<file path="config.mk">
export PLATFORM = sky130hd
export DESIGN_NAME = mem_copy_engine
export DESIGN_NICKNAME = d
export VERILOG_FILES = /design/src/rtl/mem_copy_pkg.sv /design/src/rtl/mem_copy_engine.sv
export SDC_FILE = /design/constraint.sdc
export NUM_CORES = 1
export LEC_CHECK = 0
export CORE_MARGIN = 5
export CORE_UTILIZATION = 57
export CTS_CLUSTER_SIZE = 24
export DETAILED_ROUTE_END_ITERATION = 10
export DONT_BUFFER_PORTS = 1
export PLACE_DENSITY_LB_ADDON = 0.15
export SKIP_LAST_GASP = 1
export SYNTH_ARGS = -nofsm -noshare
export SYNTH_HDL_FRONTEND = slang
export SYNTH_SLANG_ARGS = --single-unit
</file>
<file path="constraint.sdc">
create_clock -name CLK -period 2.4 [get_ports CLK]
set_input_delay 0.12 -clock CLK [delete_from_list [all_inputs] [get_ports CLK]]
set_output_delay 0.12 -clock CLK [all_outputs]
set_load 0.02 [all_outputs]
</file>
<file path="src/rtl/mem_copy_pkg.sv">
`default_nettype none
// ----------------------------------------------------------------------------
// mem_copy_pkg : state type and default widths shared by mem_copy_engine
// Rev 1.0
// ----------------------------------------------------------------------------
package mem_copy_pkg;

  localparam int c_addr_w = 8;
  localparam int c_data_w = 8;

  typedef enum logic [1:0] {
    ST_IDLE   = 2'd0,
    ST_READ   = 2'd1,
    ST_WRITE  = 2'd2,
    ST_FINISH = 2'd3
  } state_t;

endpackage
`default_nettype wire

</file>
<file path="src/rtl/mem_copy_engine.sv">
`default_nettype none
// ----------------------------------------------------------------------------
// mem_copy_engine : byte-wise forward copy over an external registered memory
// Rev 1.0
// ----------------------------------------------------------------------------
module mem_copy_engine
  import mem_copy_pkg::*;
#(
  parameter int ADDR_W = c_addr_w,
  parameter int DATA_W = c_data_w
) (
  input  logic              CLK,
  input  logic              RST,
  input  logic              Start,
  input  logic [ADDR_W-1:0] Src,
  input  logic [ADDR_W-1:0] Dst,
  input  logic [ADDR_W-1:0] Len,
  output logic              Busy,
  output logic              Done,
  output logic [ADDR_W-1:0] Count,
  output logic              MemRead,
  output logic              MemWrite,
  output logic [ADDR_W-1:0] ADDR,
  output logic [DATA_W-1:0] Mem_wdata,
  input  logic [DATA_W-1:0] Mem_rdata
);

  state_t            r_state;
  logic [ADDR_W-1:0] r_src_ptr;
  logic [ADDR_W-1:0] r_dst_ptr;
  logic [ADDR_W-1:0] r_len;
  logic [ADDR_W-1:0] w_count_inc;

  assign w_count_inc = Count + ADDR_W'(1);

  // The memory output is registered, so write data is forwarded straight
  // from the read port during the WRITE cycle.
  assign ADDR      = MemRead ? r_src_ptr : (MemWrite ? r_dst_ptr : '0);
  assign Mem_wdata = MemWrite ? Mem_rdata : '0;

  always_ff @(posedge CLK or posedge RST) begin
    if (RST) begin
      r_state   <= ST_IDLE;
      r_src_ptr <= '0;
      r_dst_ptr <= '0;
      r_len     <= '0;
      Count     <= '0;
      Busy      <= 1'b0;
      Done      <= 1'b0;
      MemRead   <= 1'b0;
      MemWrite  <= 1'b0;
    end else begin
      case (r_state)
        ST_IDLE: begin
          Done <= 1'b0;
          if (Start) begin
            Count <= '0;
            if (Len != '0) begin
              r_src_ptr <= Src;
              r_dst_ptr <= Dst;
              r_len     <= Len;
              Busy      <= 1'b1;
              MemRead   <= 1'b1;
              r_state   <= ST_READ;
            end else begin
              Done    <= 1'b1;
              r_state <= ST_FINISH;
            end
          end
        end
        ST_READ: begin
          MemRead  <= 1'b0;
          MemWrite <= 1'b1;
          r_state  <= ST_WRITE;
        end
        ST_WRITE: begin
          MemWrite  <= 1'b0;
          r_src_ptr <= r_src_ptr + ADDR_W'(1);
          r_dst_ptr <= r_dst_ptr + ADDR_W'(1);
          Count     <= w_count_inc;
          if (w_count_inc == r_len) begin
            Busy    <= 1'b0;
            Done    <= 1'b1;
            r_state <= ST_FINISH;
          end else begin
            MemRead <= 1'b1;
            r_state <= ST_READ;
          end
        end
        ST_FINISH: begin
          Done    <= 1'b0;
          r_state <= ST_IDLE;
        end
        default: begin
          Busy     <= 1'b0;
          Done     <= 1'b0;
          MemRead  <= 1'b0;
          MemWrite <= 1'b0;
          r_state  <= ST_IDLE;
        end
      endcase
    end
  end

endmodule
`default_nettype wire

</file>
## After elaboration in Yosys (flattened, before gate mapping)

Cells that the tools add are included.

- Register bits: 38
- Bits of input ports: 35
- Output and inout port bits: 28
- Logic and storage cells: 58

- Add/sub/neg operators: 3
- Eq/ne operators: 8
- Muxes and demuxes: 26
- Reduce and logical (&&, ||, !) cells: 12

Operators by type and width:

| operator | count |
|---|---|
| 8-bit 2-to-1 mux | 8 |
| 8-bit case mux with 2 select lines | 3 |
| 8-bit by 1-bit adder with 8-bit output, second input constant | 3 |
| 8-bit == test | 1 |
| 2-bit != test, second input constant | 4 |
| 2-bit case mux with 4 select lines | 1 |
| 4-bit AND reduction | 2 |
| 8-bit nonzero test | 1 |
| 1-bit 2-to-1 mux | 7 |
| 2-bit 2-to-1 mux | 3 |
| 1-bit case mux with 3 select lines | 2 |
| 3-bit AND reduction | 2 |
| 3-bit nonzero test | 2 |
| 2-bit == test, second input constant | 2 |
| 1-bit case mux with 2 select lines | 2 |
| 2-bit AND reduction | 2 |
| 2-bit nonzero test | 2 |
| 2-bit by 1-bit == test with 1-bit output, second input constant | 1 |
| 2-bit zero test | 1 |

## Longest topological paths before layout

Gate-level depths: netlist of the first run.

- Depth after elaboration: 4
- Gate-level depth with buffers: 11
- Depth with buffers taken out: 8

## Worst setup path before layout of the first run

Ideal clock, no wire load.

- Kind: register to register
- Start point: register Count[0]
- End point: register Done
- Setup time: 0.128 ns
- Arrival: 2.326 ns
- Data required time: 2.272 ns
- Path slack: -0.054 ns
- Cell stages (with the launch flop): 8
- Path buffers: 0
- Clock period less this slack: 2.454 ns
- Cells stage by stage: dfrtp_1 ha_1 nand3_2 or3_4 a2111oi_4 nand4_1 a21oi_1 mux2_1

- Word-level cells in the longest chain between the ends: 4

RTL lines:

| item | line | RTL |
|---|---|---|
| start, declared | mem_copy_engine.sv:20 | `output logic [ADDR_W-1:0] Count,` |
| start signal, assigned | mem_copy_engine.sv:80 | `Count <= w_count_inc;` |
| 8-bit by 1-bit adder with 8-bit output | mem_copy_engine.sv:34 | `assign w_count_inc = Count + ADDR_W'(1);` |
| 8-bit == test | mem_copy_engine.sv:81 | `if (w_count_inc == r_len) begin` |
| 2-bit != test (no source line) | -- |  |
| 2-bit AND reduction (no source line) | -- |  |
| end signal, assigned | mem_copy_engine.sv:49 | `Done <= 1'b0;` |
| end signal, assigned | mem_copy_engine.sv:83 | `Done <= 1'b1;` |
| end signal, assigned | mem_copy_engine.sv:91 | `Done <= 1'b0;` |
| end, declared | mem_copy_engine.sv:19 | `output logic Done,` |

No other way between the ends.
A chain may end at the register's enable or synchronous reset.

## Worst setup path in the final report of the first run

Same ends and word-level chain as after synthesis.

==> flow_summary.yaml, run 1 <==
layout:
  final_area_sq_um: 2690
  multi_input_area_sq_um: 1330
  num-fill-cells: 316
  seqCellArea_sq_um: 952
  antenna_cells: 0
  area_growth_pct: 13.5
  fin_nets: 330
  drive_gt1_share_pct: 12.9
  layoutNonFillerInstCount: 337
floorplanning:
  num_rows: 23
  fp.coreArea_sq_um: 4000
  die_w_um: 74.4
  initial_utilization_pct: 59.1
  pin_count: 63
  die-area_sq_um: 5540
  die_h_um: 74.4
timing:
  worst_slew_pin_slew_ps: 720
  fmax_mhz: 434
  maxSlewHeadroom_pct: 51.5
  min_period_ps: 2300
  worst_slack_ps: 97.5
  clock_skew_ps: 6.59
  hold_violations: 0
  finalSetupViolCount: 0
  period_share_pct: 95.9
  slew_viol_final: 0
placed_design:
  dpl.hpwl_um: 4130
  portBuffers: 0
  placed_cell_area_sq_um: 2490
  dp_slack_ps: 155
  place_inst: 320
  place_congestion: 0.849
synth:
  yosys.area_share.simple_pct: 20.5
  async_flop_share_pct: 100
  ys_seq_area_share_pct: 40.2
  synth_xor_area_share_pct: 3.70
  synth_top_cell_area_share_pct: 40.2
  synthTopCellsByArea: "dfrtp_1, nand2_1, a21oi_1"
  synthTopCellsByCount: "dfrtp_1, nand2_1, a21oi_1, o21ai_0"
  yosysUniqueCellTypes: 41
  synth_cells: 269
  synthMuxAreaShare_pct: 8.51
  synth_nets: 311
  yosysWarnings: 0
  synth_top_cell_by_area: "dfrtp_1"
  synth_top_family_by_area: "simple AND/OR/NAND/NOR gates"
  synth_fa_ha_area_share_pct: 3.70
  ys_seq_elements: 38
  netlist_area_sq_um: 2370
  synth-edff-count: 0
  avgSynthCellArea_sq_um: 8.80
  synth-compound-area-share_pct: 19.7
  synth_top_flop_cell: "dfrtp_1"
  synth.most_common_cell: "dfrtp_1"
status:
  outcome: "completed"
clock_network:
  ctsRootBufferMaster: "clkbuf_8"
  cts_tree: "done"
  cts_sinks: 38
  cts_setup_buffers: 0
  cts_max_level: 2
  cts_buffers: 5
  clk_pin_slew_ps: 70
  insertion_delay_ps: 290
  clockBufferDepth: 2
detailed_routing:
  met1_length_um: 2550
  post-route-drc-count: 0
  met2WireLength_um: 2620
  met3_length_um: 537
  routed.top_layer: "met4"
  detail-route-antenna-nets: 0
  wl_per_cell_um: 17.3
  drt-initial-drc-count: 200
  routed_via_density: 6.23
  drt_wl_total_um: 5820
  vias: 2098
  drt-pass1-iter-count: 5
global_route:
  grt_pass1_vias: 1976
  grt_overflow: 0
  grt_pass1_wl_um: 9640
  grt_max_degree: 26
  antenna_found_initial: 0
  track_usage_pct: 22.6
pwr:
  power_density_nw_per_um2: 1310
  vdd.ir_drop.worst_v: 0.000679
  power.leakage_nw: 1.18
hold_path:
  hp-class: "in2reg"
  min_path_cells: 2
critical_path:
  worstRegToRegCells: 7
  criticalPathCategory: "reg2reg"
  cp-end-kind: "flip-flop"
  worstPathRequired_ps: 2580
  crit_path_max_fanout: 6
  cp_data_arrival_time_ps: 2480
  critPathLaunchType: "flip-flop"
run:
  cap_violations: 0
==> flip-flops by register name, summed over array words and instances (netlist names) <==
register,cells
MemRead,1
Done,1
r_dst_ptr,8
r_src_ptr,8
r_len,8
Busy,1
MemWrite,1
Count,8
r_state,2
==> layout by cell type, fill, tap and decap left out, drive strengths merged <==
cell type and n:
and2 11, nor2b 3, or3 2, nand3 12, nand4 5, dlygate4sd3 11, o21ai 28, or4 1
o22ai 8, nor4 2, nor2 10, nand2 37, nor3 3, ha 7, nor3b 1, dfrtp 38
and4 1, a32o 1, buf 15, a2111oi 1, mux2 9, nand2b 4, inv 9, mux2i 10
clkbuf 6, a41oi 1, a311oi 2, a21oi 24, a31oi 2, xnor2 6, a21o 3, a22o 6
and3 4, xor2 4
==> power breakdown <==
group / switching (mW) / internal, mW / leakage, nW
logic: 1.12 / 0.704 / 0.683
registers: 0.350 / 0.909 / 0.450
clock network: 0.219 / 0.222 / 0.0431
==> cell type report <==
type	count	share of cell area (%)
Multi-Input combinational cell	208	49.6
Sequential cell	38	35.4
Timing Repair Buffer	26	8.29
Clock buffer	6	3.07
Tap cell	50	2.33
Inverter	9	1.26
==> through the flow <==
step	TNS (ps)	utilization [%]	hold WS [ps]	power [mW]
3_3_place_gp	0	62.2	154	2.98
3_5_place_dp	0	62.2	164	3.02
4_1_cts	0	67.1	14.4	3.48
2_1_floorplan	0	-	258	2.60
5_1_grt	-32.8	67.2	23.4	3.80
6_report	0	67.2	16.5	3.52
==> what timing repair did <==
action                     4_1_cts  5_1_grt
setup endpoints to repair        0        1
resized for setup                0        1
hold buffers                    11        0
hold endpoints to repair        25        0
==> routing by layer <==
| metal | vias to the layer above | track usage (%) |
|---|---|---|
| met2 | 104 | 33.6 |
| li1 | 995 | - |
| met3 | 14 | 5.41 |
| met5 | - | 0 |
| met4 | 0 | 7.91 |
| met1 | 985 | 32.3 |
==> final timing paths <==
check                               from      endpoint  slack (ps)
worst max-delay path            Count[0]          Done         100
worst min-delay path              Dst[7]  r_dst_ptr[7]          20
worst max register to register  Count[0]          Done         100
worst min register to register  r_len[5]      r_len[5]         530
max in group asynchronous            RST      r_len[5]        1280
min in group asynchronous            RST      r_len[0]         380
==> cells by family after synthesis <==
family	count (synthesis)
fa+ha+maj	7
buf+inv	23
xor+xnor	10
simple gates	96
compound gates	76
mux	19
flops	38
==> worst max-delay path, cell delays in order (launching register included) <==
cell,delay (ps)
dfrtp_2,360
ha_2,180
nand3_2,140
or3_4,420
a2111oi_4,370
nand4_1,190
a21oi_2,190
mux2_1,330
No activity file was read; power rests on OpenSTA's default activity.
==> inputs of run 2 (changes only) <==
Settings changed: BUFFER_PORTS_ARGS from default to -buffer_cell sky130_fd_sc_hd__buf_2, CORE_UTILIZATION 57 to 53, DONT_BUFFER_PORTS 1 to default.
Clock period 2.4 ns to 2.6 ns, I/O delays scaled along.
==> flow_summary.yaml, run 2 (synthesis gave the netlist of run 1 again) <==
critical_path:
  criticalPathCategory: "reg2reg"
  worstPathRequired_ps: 2780
  cp-end-kind: "flip-flop"
  crit_path_max_fanout: 7
  worst-path-buf-inv: 0
  worstRegToRegCells: 7
  cp_data_arrival_time_ps: 2590
  cp.depth: 7
  crit_path_max_incr_delay_ps: 430
  slowest_stage: "or3_4"
  worstPathCellList: "ha_1, nand3_2, or3_4, a2111oi_4, nand4_1, a21oi_1, mux2_1"
  cp_top_family: "simple AND/OR/NAND/NOR gates"
  critPathLaunchType: "flip-flop"
timing:
  maxSlewHeadroom_pct: 49.1
  worst_slew_pin_slew_ps: 763
  min_period_ps: 2410
  slew_viol_final: 0
  fmax_mhz: 415
  hold_violations: 0
  rsz0062_at_grt: "no"
  fin_tns_setup_ps: 0
  holdWs_ps: 79.5
  clock_skew_ps: 3.59
  period_share_pct: 92.7
  finalSetupViolCount: 0
global_route:
  grt_pass1_vias: 2042
  grt_overflow: 0
  antenna_found_initial: 0
  grt_max_degree: 26
  track_usage_pct: 19.7
  grt_pass1_wl_um: 9540
clock_network:
  cts_sinks: 38
  cts_buffers: 5
  clk_pin_slew_ps: 70
  cts_tree: "done"
  clockBufferDepth: 2
  ctsRootBufferMaster: "clkbuf_8"
  insertion_delay_ps: 290
  cts_max_level: 2
layout:
  antenna_cells: 0
  final_common_cell: "buf_2"
  drive_gt1_share_pct: 26.9
  final_cell_mix: "buf_2, dfrtp_1, nand2_1, a21oi_1, o21ai_0"
  num-fill-cells: 384
  finish.utilization_pct: 65.4
  fin_nets: 375
  area_growth_pct: 20.4
  layoutNonFillerInstCount: 386
detailed_routing:
  post-route-drc-count: 0
  drt-initial-drc-count: 74
  drt-pass1-iter-count: 4
  routed_via_density: 5.56
  drt_wl_total_um: 5580
  vias: 2147
  detail-route-antenna-nets: 0
  wl_per_cell_um: 14.5
placed_design:
  portBuffers: 62
  place_inst: 377
  place_congestion: 0.840
  dpl.hpwl_um: 4150
hold_path:
  min_path_cells: 2
  hp-class: "in2reg"
status:
  outcome: "completed"
pwr:
  power.leakage_nw: 1.37
  finalPower_mw: 3.31
  power_density_nw_per_um2: 1160
  vdd.ir_drop.worst_v: 0.000701
floorplanning:
  fp.coreArea_sq_um: 4350
  die-area_sq_um: 5900
  initial_utilization_pct: 54.3
  die_w_um: 76.8
  pin_count: 63
  num_rows: 24
  die_h_um: 76.8
run:
  cap_violations: 0
==> run 2: layer usage <==
layer / global-route usage, % / part of all wire [%] / vias up / routed length [um]
li1: - / - / 1084 / -
met1: 24.9 / 45 / 1015 / 2510
met3: 5.74 / 4.8 / 8 / 267
met2: 32.4 / 49 / 40 / 2710
met5: 0 / 0 / - / 0
met4: 6.29 / 1.7 / 0 / 93
==> run 2: layout make-up <==
| class | count | area, sq um | area share [%] |
|---|---|---|---|
| Multi-Input combinational cell | 208 | 1330 | 46.6 |
| Sequential cell | 38 | 951 | 33.4 |
| Timing Repair Buffer | 71 | 380 | 13.4 |
| Clock buffer | 7 | 86.3 | 3.03 |
| Tap cell | 52 | 65.1 | 2.28 |
| Inverter | 9 | 33.8 | 1.19 |
| Clock inverter | 1 | 5.00 | 0.176 |
==> run 2: metrics by stage <==
step / worst slack (ps) / area, sq um
2_1_floorplan: 146 / 2370
3_3_place_gp: 236 / 2750
3_5_place_dp: 185 / 2750
4_1_cts: 176 / 2850
5_1_grt: 35.2 / 2850
6_report: 190 / 2850
==> run 2: repair_timing <==
item	in CTS	in global routing
hold endpoints to repair	17	0
setup buffers	0	0
hold buffers	1	0
resized for setup	0	0
==> run 2: path summary, 6_finish.rpt <==
kind / startpoint / to / slack, ps
min in group asynchronous: RST / r_src_ptr[4] / 510
min reg2reg: Done / Done / 510
max in group asynchronous: RST / r_state[0] / 1440
min: Len[7] / r_len[7] / 80
max: Count[1] / Done / 190
max reg2reg: Count[1] / Done / 190
==> run 2: where the power goes <==
group	total (mW)	internal, mW	switching (mW)
combinational	1.75	0.719	1.04
sequential	1.13	0.838	0.296
clock	0.424	0.214	0.210
==> run 2: worst register-to-register path: stages (launching register included) <==
cell,delay [ps]
dfrtp_1,390
ha_1,290
nand3_2,150
or3_4,430
a2111oi_4,360
nand4_1,170
a21oi_1,180
mux2_1,320
